**src/rtl/ex_pkg.sv**
```systemverilog
// Shared definitions for the execute stage: widths, control-word bit
// positions, ALU opcodes and the multiply/divide sequencing states.
package ex_pkg;

    localparam int XLEN     = 32;
    localparam int MD_STEPS = 32;
    localparam int CNT_W    = $clog2(MD_STEPS);
    localparam int OPW      = 11;

    // op_data bit positions ([3:0] holds alu_op)
    localparam int OP_USE_IMM   = 4;
    localparam int OP_USE_PC    = 5;
    localparam int OP_REG_WRITE = 6;
    localparam int OP_MEM_READ  = 7;
    localparam int OP_MEM_WRITE = 8;
    localparam int OP_BRANCH    = 9;
    localparam int OP_JUMP      = 10;

    typedef enum logic [3:0] {
        ALU_ADD   = 4'd0,
        ALU_SUB   = 4'd1,
        ALU_SLL   = 4'd2,
        ALU_SLT   = 4'd3,
        ALU_SLTU  = 4'd4,
        ALU_XOR   = 4'd5,
        ALU_SRL   = 4'd6,
        ALU_SRA   = 4'd7,
        ALU_OR    = 4'd8,
        ALU_AND   = 4'd9,
        ALU_PASSB = 4'd10,
        ALU_SEQ   = 4'd11,
        ALU_SNE   = 4'd12,
        ALU_MUL   = 4'd13,
        ALU_DIVU  = 4'd14,
        ALU_REMU  = 4'd15
    } alu_op_t;

    typedef enum logic [0:0] {
        ST_IDLE = 1'b0,
        ST_BUSY = 1'b1
    } ex_state_t;

    function automatic logic is_md_op(input alu_op_t op);
        return (op == ALU_MUL) || (op == ALU_DIVU) || (op == ALU_REMU);
    endfunction

endpackage

```
**src/rtl/mul_div_iter.sv**
```systemverilog
// Iterative 32-step multiplier (shift-add) / unsigned restoring divider.
// Ports: start loads operands, step advances one iteration, result is the
// value produced by the current step, last_step flags the final iteration.
module mul_div_iter
    import ex_pkg::*;
(
    input  logic            clk,
    input  logic            rst,
    input  logic            start,
    input  logic            step,
    input  alu_op_t         op,
    input  logic [XLEN-1:0] a,
    input  logic [XLEN-1:0] b,
    output logic [XLEN-1:0] result,
    output logic            last_step
);

    // acc: product (MUL) or partial remainder (DIV)
    // x  : multiplicand (MUL) or dividend shifting into quotient (DIV)
    // y  : multiplier (MUL) or divisor (DIV)
    alu_op_t          op_q, op_d;
    logic [XLEN-1:0]  acc_q, acc_d;
    logic [XLEN-1:0]  x_q, x_d;
    logic [XLEN-1:0]  y_q, y_d;
    logic [CNT_W-1:0] count_q, count_d;

    logic [XLEN:0]    rem_sh;
    logic [XLEN-1:0]  rem_diff;
    logic             rem_ge;

    always_comb begin
        rem_sh   = {acc_q, x_q[XLEN-1]};
        rem_ge   = rem_sh >= {1'b0, y_q};
        // Only used when rem_sh >= y, where the true difference is < y
        rem_diff = rem_sh[XLEN-1:0] - y_q;
    end

    always_comb begin
        op_d    = op_q;
        acc_d   = acc_q;
        x_d     = x_q;
        y_d     = y_q;
        count_d = count_q;
        if (start) begin
            op_d    = op;
            acc_d   = '0;
            x_d     = a;
            y_d     = b;
            count_d = '0;
        end else if (step) begin
            count_d = count_q + 1'b1;
            if (op_q == ALU_MUL) begin
                acc_d = y_q[0] ? acc_q + x_q : acc_q;
                x_d   = x_q << 1;
                y_d   = y_q >> 1;
            end else if (rem_ge) begin
                acc_d = rem_diff;
                x_d   = {x_q[XLEN-2:0], 1'b1};
            end else begin
                acc_d = rem_sh[XLEN-1:0];
                x_d   = {x_q[XLEN-2:0], 1'b0};
            end
        end
    end

    always_ff @(posedge clk) begin
        if (!rst) begin
            op_q    <= ALU_ADD;
            acc_q   <= '0;
            x_q     <= '0;
            y_q     <= '0;
            count_q <= '0;
        end else begin
            op_q    <= op_d;
            acc_q   <= acc_d;
            x_q     <= x_d;
            y_q     <= y_d;
            count_q <= count_d;
        end
    end

    // Next-state view so the final step's value is visible on the same edge
    assign result    = (op_q == ALU_DIVU) ? x_d : acc_d;
    assign last_step = count_q == CNT_W'(MD_STEPS - 1);

endmodule

```
**src/rtl/stage3.sv**
```systemverilog
// Execute stage: operand select, ALU, branch/jump resolution, iterative
// MUL/DIVU/REMU sequencing and the EX/MEM output registers.
// Inputs: ID/EX bundle (r1, r2, rd, imm, PC, op_data), en, rst (active low).
// Outputs: stall (comb) and the registered EX/MEM fields.
module stage3
    import ex_pkg::*;
(
    input  logic            clk,
    input  logic            rst,
    input  logic            en,
    input  logic [XLEN-1:0] r1,
    input  logic [XLEN-1:0] r2,
    input  logic [4:0]      rd,
    input  logic [XLEN-1:0] imm,
    input  logic [XLEN-1:0] PC,
    input  logic [OPW-1:0]  op_data,
    output logic            stall,
    output logic [XLEN-1:0] alu_result_out,
    output logic [XLEN-1:0] r2_out,
    output logic [4:0]      rd_out,
    output logic [OPW-1:0]  op_data_out,
    output logic            branch_taken_out,
    output logic [XLEN-1:0] branch_target_out
);

    alu_op_t         alu_op;
    logic [XLEN-1:0] op_a;
    logic [XLEN-1:0] op_b;
    logic [4:0]      shamt;
    logic [XLEN-1:0] alu_res;
    logic [XLEN-1:0] ex_res;
    logic            ex_taken;
    logic [XLEN-1:0] ex_target;
    logic            md_op;
    logic            md_start;
    logic            md_step;
    logic [XLEN-1:0] md_result;
    logic            md_last;

    ex_state_t       state_q, state_d;
    logic [4:0]      rd_lat_q, rd_lat_d;
    logic [OPW-1:0]  op_lat_q, op_lat_d;
    logic [XLEN-1:0] r2_lat_q, r2_lat_d;

    logic [XLEN-1:0] res_q, res_d;
    logic [XLEN-1:0] r2o_q, r2o_d;
    logic [4:0]      rdo_q, rdo_d;
    logic [OPW-1:0]  opo_q, opo_d;
    logic            tk_q, tk_d;
    logic [XLEN-1:0] tgt_q, tgt_d;

    assign alu_op = alu_op_t'(op_data[3:0]);
    assign op_a   = op_data[OP_USE_PC]  ? PC  : r1;
    assign op_b   = op_data[OP_USE_IMM] ? imm : r2;
    assign shamt  = op_b[4:0];
    // A jump overrides alu_op, so it never enters the iterative unit
    assign md_op  = is_md_op(alu_op) && !op_data[OP_JUMP];

    always_comb begin
        alu_res = '0;
        unique case (alu_op)
            ALU_ADD:   alu_res = op_a + op_b;
            ALU_SUB:   alu_res = op_a - op_b;
            ALU_SLL:   alu_res = op_a << shamt;
            ALU_SLT:   alu_res = {{XLEN-1{1'b0}}, $signed(op_a) < $signed(op_b)};
            ALU_SLTU:  alu_res = {{XLEN-1{1'b0}}, op_a < op_b};
            ALU_XOR:   alu_res = op_a ^ op_b;
            ALU_SRL:   alu_res = op_a >> shamt;
            ALU_SRA:   alu_res = $signed(op_a) >>> shamt;
            ALU_OR:    alu_res = op_a | op_b;
            ALU_AND:   alu_res = op_a & op_b;
            ALU_PASSB: alu_res = op_b;
            ALU_SEQ:   alu_res = {{XLEN-1{1'b0}}, op_a == op_b};
            ALU_SNE:   alu_res = {{XLEN-1{1'b0}}, op_a != op_b};
            ALU_MUL, ALU_DIVU, ALU_REMU: alu_res = '0;
        endcase
    end

    always_comb begin
        ex_res    = alu_res;
        ex_taken  = 1'b0;
        ex_target = '0;
        if (op_data[OP_JUMP]) begin
            ex_res    = PC + XLEN'(4);
            ex_taken  = 1'b1;
            ex_target = op_data[OP_USE_PC] ? PC + imm
                      : (r1 + imm) & {{XLEN-1{1'b1}}, 1'b0};
        end else if (op_data[OP_BRANCH]) begin
            ex_taken  = alu_res[0];
            ex_target = PC + imm;
        end
    end

    mul_div_iter u_md (
        .clk       (clk),
        .rst       (rst),
        .start     (md_start),
        .step      (md_step),
        .op        (alu_op),
        .a         (op_a),
        .b         (op_b),
        .result    (md_result),
        .last_step (md_last)
    );

    always_comb begin
        state_d  = state_q;
        rd_lat_d = rd_lat_q;
        op_lat_d = op_lat_q;
        r2_lat_d = r2_lat_q;
        res_d    = res_q;
        r2o_d    = r2o_q;
        rdo_d    = rdo_q;
        opo_d    = opo_q;
        tk_d     = tk_q;
        tgt_d    = tgt_q;
        md_start = 1'b0;
        md_step  = 1'b0;
        if (en) begin
            unique case (state_q)
                ST_IDLE: begin
                    if (md_op) begin
                        md_start = 1'b1;
                        rd_lat_d = rd;
                        op_lat_d = op_data;
                        r2_lat_d = r2;
                        state_d  = ST_BUSY;
                        res_d    = '0;
                        r2o_d    = '0;
                        rdo_d    = '0;
                        opo_d    = '0;
                        tk_d     = 1'b0;
                        tgt_d    = '0;
                    end else begin
                        res_d = ex_res;
                        r2o_d = r2;
                        rdo_d = rd;
                        opo_d = op_data;
                        tk_d  = ex_taken;
                        tgt_d = ex_target;
                    end
                end
                ST_BUSY: begin
                    md_step = 1'b1;
                    tk_d    = 1'b0;
                    tgt_d   = '0;
                    if (md_last) begin
                        state_d = ST_IDLE;
                        res_d   = md_result;
                        r2o_d   = r2_lat_q;
                        rdo_d   = rd_lat_q;
                        opo_d   = op_lat_q;
                    end else begin
                        res_d = '0;
                        r2o_d = '0;
                        rdo_d = '0;
                        opo_d = '0;
                    end
                end
            endcase
        end
    end

    // Drops on the final step so upstream advances with the result write
    assign stall = rst
                 && (((state_q == ST_IDLE) && en && md_op)
                 || ((state_q == ST_BUSY) && !md_last));

    always_ff @(posedge clk) begin
        if (!rst) begin
            state_q  <= ST_IDLE;
            rd_lat_q <= '0;
            op_lat_q <= '0;
            r2_lat_q <= '0;
            res_q    <= '0;
            r2o_q    <= '0;
            rdo_q    <= '0;
            opo_q    <= '0;
            tk_q     <= 1'b0;
            tgt_q    <= '0;
        end else begin
            state_q  <= state_d;
            rd_lat_q <= rd_lat_d;
            op_lat_q <= op_lat_d;
            r2_lat_q <= r2_lat_d;
            res_q    <= res_d;
            r2o_q    <= r2o_d;
            rdo_q    <= rdo_d;
            opo_q    <= opo_d;
            tk_q     <= tk_d;
            tgt_q    <= tgt_d;
        end
    end

    assign alu_result_out    = res_q;
    assign r2_out            = r2o_q;
    assign rd_out            = rdo_q;
    assign op_data_out       = opo_q;
    assign branch_taken_out  = tk_q;
    assign branch_target_out = tgt_q;

endmodule
```
**config.mk**
```make
export PLATFORM = sky130hd
export DESIGN_NAME = stage3
export DESIGN_NICKNAME = d
export VERILOG_FILES = /design/src/rtl/ex_pkg.sv /design/src/rtl/mul_div_iter.sv /design/src/rtl/stage3.sv
export SDC_FILE = /design/constraint.sdc
export NUM_CORES = 2
export LEC_CHECK = 0
export ABC_CLOCK_PERIOD_IN_PS = 9930
export BUFFER_PORTS_ARGS = -buffer_cell sky130_fd_sc_hd__buf_2
export CAP_MARGIN = 20
export CORE_MARGIN = 2
export CORE_UTILIZATION = 25
export CTS_CLUSTER_DIAMETER = 200
export DETAILED_ROUTE_END_ITERATION = 16
export PLACE_DENSITY = 0.38
export SYNTH_ARGS = -nofsm -noshare
export SYNTH_HDL_FRONTEND = slang
export SYNTH_SLANG_ARGS = --single-unit
```
**constraint.sdc**
```tcl
create_clock -name clk -period 9.93 [get_ports clk]
set_clock_uncertainty 0.15 [all_clocks]
set_input_delay 1.4895 -clock clk [delete_from_list [all_inputs] [get_ports clk]]
set_output_delay 1.4895 -clock clk [all_outputs]
set_load 0.01 [all_outputs]
```
== Word-level counts from Yosys, hierarchy flattened ==
Index checks and enable logic that the tools add are counted.
Storage, ports and cells
  bits in registers: 267
  logic and storage cells: 116
  output and inout port bits: 114
  memories kept: 0
  bits of input ports: 147
  ROM bits: 0
  latch bits: 0
  bits in writable memories: 0
Operators by class
  multiply operators: 0
  bitwise gates (word level): 5
  add/subtract/negate cells: 8
  magnitude comparators: 3
  reductions and logical operators: 17
  divide/modulo/power cells: 0
  multiplexer cells: 45
  shifts and indexed selects: 3
  eq/ne operators: 20
Operators by type and width (number)
  $mux W32: 22
  $pmux W32 S14: 1
  $pmux W32 S2: 3
  $add A32 B32 Y32: 4
  $lt A32 B32 Y1: 2
  $sub A32 B32 Y32: 2
  $eq A4 B4 Y1 const B: 10
  $ge A33 B32 Y1: 1
  $add A32 B3 Y32 const B: 1
  $and A32 B32 Y32: 1
  $eq A32 B32 Y1: 1
  $ne A32 B32 Y1: 1
  $or A32 B32 Y32: 1
  $shl A32 B5 Y32: 1
  $shr A32 B5 Y32: 1
  $sshr A32 B5 Y32: 1
  $xor A32 B32 Y32: 1
  $mux W11: 2
  $pmux W11 S2: 1
  $eq A4 B3 Y1 const B: 4
  $mux W1: 11
  $mux W5: 2
  $pmux W5 S2: 1
  $eq A4 B2 Y1 const B: 2
  other kinds (14): 24

== Longest topological paths before layout ==
  word-level depth: 11
  depth in mapped cells: 21
  gate-level depth less buffers: 16

== Hierarchy ==
From an unflattened synthesis, not the netlist that was laid out.
Second synthesis, totals
  cells, all modules: 3965
  area total of the unflattened synthesis: 28717.5 um2
By module, submodules not included
  stage3: instances 1, seq. area each 3243.1 um2, cells each 2674, area each 19535.0 um2
  mul_div_iter: instances 1, seq. area each 2102.0 um2, cells each 1291, area each 9182.6 um2

== Worst setup path before layout ==
No wires, ideal clock.
  kind: input-to-reg
  start: input op_data[4]
  end: register res_q[28], in the netlist alu_result_out[28]
  arrival time: 5550 ps
  stages: 19
  buffers on the path: 5
  library setup time: 130 ps
  setup slack: 4100 ps
  required time: 9650 ps
  cells stage by stage: buf_6 > mux2i_4 > inv_4 > buf_6 > buf_4 > buf_2 > buf_2 > ha_1 > fa_1 > a211oi_1 > o21ai_0 > o311a_1 > a311oi_1 > nor2_1 > a21o_1 > a221o_1 > mux2_2 > a31oi_1 > o22ai_1
On the way
  word-level cells in the longest chain between the ends: 6
  elaborated cells on any way between the ends: 13
  classes of those cells: 2 x add/sub; 3 x shift; 5 x mux; 3 x bitwise
RTL lines
  from (decl): line stage3.sv:16  | input logic [OPW-1:0] op_data,
  $mux W32 (*): line stage3.sv:54  | assign op_b = op_data[OP_USE_IMM] ? imm : r2;
  $sub A32 B32 Y32, or another cell as far along: line stage3.sv:63  | ALU_SUB: alu_res = op_a - op_b;
  $pmux W32 S14 (*): line stage3.sv:61  | unique case (alu_op)
  $mux W32 (*): line stage3.sv:83  | if (op_data[OP_JUMP]) begin
  $mux W32 (*): line stage3.sv:122  | if (md_op) begin
  $pmux W32 S2 (*): line stage3.sv:120  | unique case (state_q)
  to (signal assigned): line stage3.sv:186  | res_q <= res_d;
  to (decl): line stage3.sv:45  | logic [XLEN-1:0] res_q, res_d;
Mark *: on every way between the ends. The rest lies on a longest branch, timed or not.
A chain may end at the register's enable or synchronous reset.

== Worst setup path after layout ==
  start: input op_data[4]
  end: register res_q[30], in the netlist alu_result_out[30]
The elaborated chain is that of the path after synthesis.

==> flow_summary.yaml <==
power_and_ir_drop:
  power.density_nw_per_um2: 144
  switchingPower_mw: 2.05
  p_seq_share_pct: 25.1
  ir_drop_mv: 0.112
  leakage_nw: 14.0
  sw_frac_of_total_pct: 43.6
  pwr-share-comb_pct: 44.2
  p_int_mw: 2.65
  clkPwrFrac_pct: 30.7
worst_setup_path:
  reg2regPathDepth: 13
  rrSetupSlack_ns: 4.64
  crit_type: "in2reg"
  worstPathMaxFanout: 66
  r2r-start: "u_md.y_q[27]"
  startpoint_type: "input pin"
  worstPathArrival_ns: 6.86
  critPathRequiredTime_ns: 10.31
  cp-end-kind: "flop"
  r2r_end: "alu_result_out[0]"
clock_tree:
  cts_sinks: 267
  cts_root_buffer: "clkbuf_16"
  postCtsHoldBufs: 0
  clock_path_buffers: 3
  ctsResizeCount: 0
  cts_setup_buffers: 0
  h-tree-depth: 2
  path_clk_slew_ns: 0.07
  clock_latency_ns: 0.61
  cts_buffers: 38
  cts_tree: "done"
global_route:
  grt_max_degree: 93
  grt_pass1_wl_um: 234000
  overflow: 0
  grt_pass1_vias: 30756
  grt_usage_pct: 27.6
  antenna_found_initial: 21
drt:
  vias: 32089
  drtAntennaViolNets: 0
  drt-total-wl_um: 167000
  wl_per_cell_um: 29.7
  drtIter0Drc: 3478
  drcViolationCount: 0
  dr.pass1.iters: 7
  drt-vias-per-instance: 5.72
sta:
  setup_violations: 0
  fin_hold_ws_ns: 0.305
  rsz0062_at_grt: "false"
  slew-limit-headroom_pct: 15.1
  min_period_ns: 6.48
  fin_setup_tns_ns: 0
  hold_viol: 0
  period_share_pct: 65.2
  tightest_slew_ns: 1.24
  drv_slew: 0
  max_freq_mhz: 154
finish:
  fillers: 12605
  final_core_util_pct: 29.0
  fin_nets: 4466
  syn2layout_area_growth_pct: 15.1
  seq_area_um2: 5350
  stdcell_count: 5612
  multi_input_area_um2: 21400
  drive_above_1_share_pct: 12.4
floorplanning:
  fp.dieArea_um2: 116000
  floorplan.rows: 123
  chipWidth_um: 341
  io_pins: 261
  start_util_pct: 25.2
  die_height_um: 341
  core-area_um2: 112000
min_path:
  hold_depth: 2
  hold_class: "reg2reg"
  hold_start: "branch_taken_out"
  holdPathEnd: "branch_taken_out"
yosys:
  synth_cells: 3942
  synth_seq_cells: 267
  avgSynthCellArea_um2: 7.18
  synth_edf_count: 0
  seq_area_frac_synth_pct: 18.9
  synth-main-ff-cell: "dfxtp_1"
  synth_area_um2: 28300
  synth-async-reset-ratio_pct: 0
  syn_nets: 4319
  ys_types: 95
  yosysWarnings: 0
placed_design:
  placed_cells: 5548
  dp_hpwl_um: 130000
  place.gp.congestion: 0.985
  port_buffers: 260
outcome:
  status: "complete, no violations"
run:
  maxCapViolCount: 0
[worst max path at each step]
stage | start | to | slack (ns) | depth (start not counted)
floorplan | op_data[4] | alu_result_out[28] | 4.10 | 19
global placement | op_data[4] | alu_result_out[31] | 2.95 | 16
detailed placement | op_data[4] | alu_result_out[31] | 2.99 | 16
CTS | op_data[4] | alu_result_out[31] | 3.62 | 16
global route | op_data[5] | alu_result_out[30] | 3.21 | 15
finish | op_data[4] | alu_result_out[30] | 3.45 | 16
[final cells by class]
class,instances,share of cell area [%]
clock inverter,16,0.660
multi-input combinational,3251,65.7
clock buffer,45,3.16
sequential,267,16.4
timing repair buffer,360,6.33
inverter,171,1.98
antenna,2,0.0154
tap,1500,5.76
[power by group through the flow]
| stage | clock network (mW) | registers [mW] | logic [mW] |
|---|---|---|---|
| global placement | 0 | 1.20 | 2.04 |
| detailed placement | 0 | 1.20 | 2.02 |
| finish | 1.44 | 1.18 | 2.08 |
| global route | 1.51 | 1.18 | 2.21 |
| CTS | 1.48 | 1.18 | 2.03 |
| floorplan | 0 | 1.19 | 1.25 |
[Yosys cell counts, drive strengths merged, types with 28 or more instances]
cell type / count / area, um2
a211oi: 48 / 365
a21boi: 63 / 473
a21o: 88 / 661
a21oi: 354 / 1790
a221oi: 44 / 385
a22oi: 79 / 593
a31oi: 60 / 382
and3: 56 / 350
buf: 69 / 320
clkbuf: 184 / 691
dfxtp: 267 / 5350
ha: 224 / 2800
inv: 170 / 641
mux2i: 138 / 1420
nand2: 555 / 2080
nand2b: 34 / 213
nand3: 88 / 440
nand4: 28 / 175
nor2: 300 / 1140
nor2b: 62 / 388
nor3: 69 / 350
o211a: 52 / 521
o211ai: 65 / 493
o21ai: 250 / 1250
o21bai: 34 / 255
o22ai: 43 / 269
xnor2: 115 / 1010
xor2: 59 / 517
[kinds of logic (layout without fill, tap and decap cells)]
group | Yosys count | after routing | synth area share (%)
muxes | 162 | 162 | 6.01
xor gates and xnor gates | 174 | 174 | 5.38
DFF | 267 | 267 | 18.9
other | 0 | 2 | 0
buffers and inverters | 424 | 592 | 5.85
adders and majority gates | 230 | 230 | 10.3
AOI/OAI and AO/OA | 1391 | 1391 | 32.9
and+or+nand+nor | 1294 | 1294 | 20.6
[through the flow]
| stage | setup slack, ns | power [mW] | cell area, um2 |
|---|---|---|---|
| 2_1_floorplan | 4.10 | 2.44 | 28300 |
| 3_3_place_gp | 2.95 | 3.24 | 31300 |
| 3_5_place_dp | 2.99 | 3.22 | 31300 |
| 4_1_cts | 3.62 | 4.69 | 32600 |
| 5_1_grt | 3.21 | 4.90 | 32600 |
| 6_report | 3.45 | 4.69 | 32600 |
[critical path, stage by stage]
cell and delay (ns):
buf_2 0.33, buf_4 0.37, mux2i_4 0.30, buf_4 0.69
ha_1 0.48, a211oi_1 0.36, o21ai_0 0.23, o311a_1 0.43
a311oi_1 0.74, nor3_1 0.21, a22oi_1 0.39, o21ai_0 0.14
a21oi_1 0.18, xnor2_1 0.14, o221ai_1 0.14, a31oi_1 0.19
[flip-flops by register name (all words and copies together) (netlist names)]
| register | count |
|---|---|
| rd_lat_q | 5 |
| u_md.acc_q | 32 |
| r2_out | 32 |
| u_md.y_q | 32 |
| branch_target_out | 32 |
| u_md.count_q | 5 |
| u_md.op_q | 4 |
| u_md.x_q | 32 |
| branch_taken_out | 1 |
| rd_out | 5 |
| op_lat_q | 11 |
| r2_lat_q | 32 |
| op_data_out | 11 |
| alu_result_out | 32 |
| state_q | 1 |
[layout by cell type, fill, tap and decap left out, types with 99 or more instances in the layout]
cell,synthesis,final
mux2i_1,135,132
buf_2,25,259
buf_4,2,99
nor2_1,298,293
xnor2_1,115,115
nand2_1,555,553
inv_1,168,168
dfxtp_1,267,267
o21ai_0,247,245
a21oi_1,350,350
ha_1,224,224
[metal layers]
layer / track usage (%) / routed length (um) / vias to the layer above
li1: - / - / 14712
met1: 38.7 / 76600 / 15798
met2: 43.0 / 72400 / 1337
met3: 4.45 / 11800 / 224
met4: 8.87 / 5870 / 18
met5: 0 / 98 / -
Note: power is estimated with default switching activity, not from simulation.
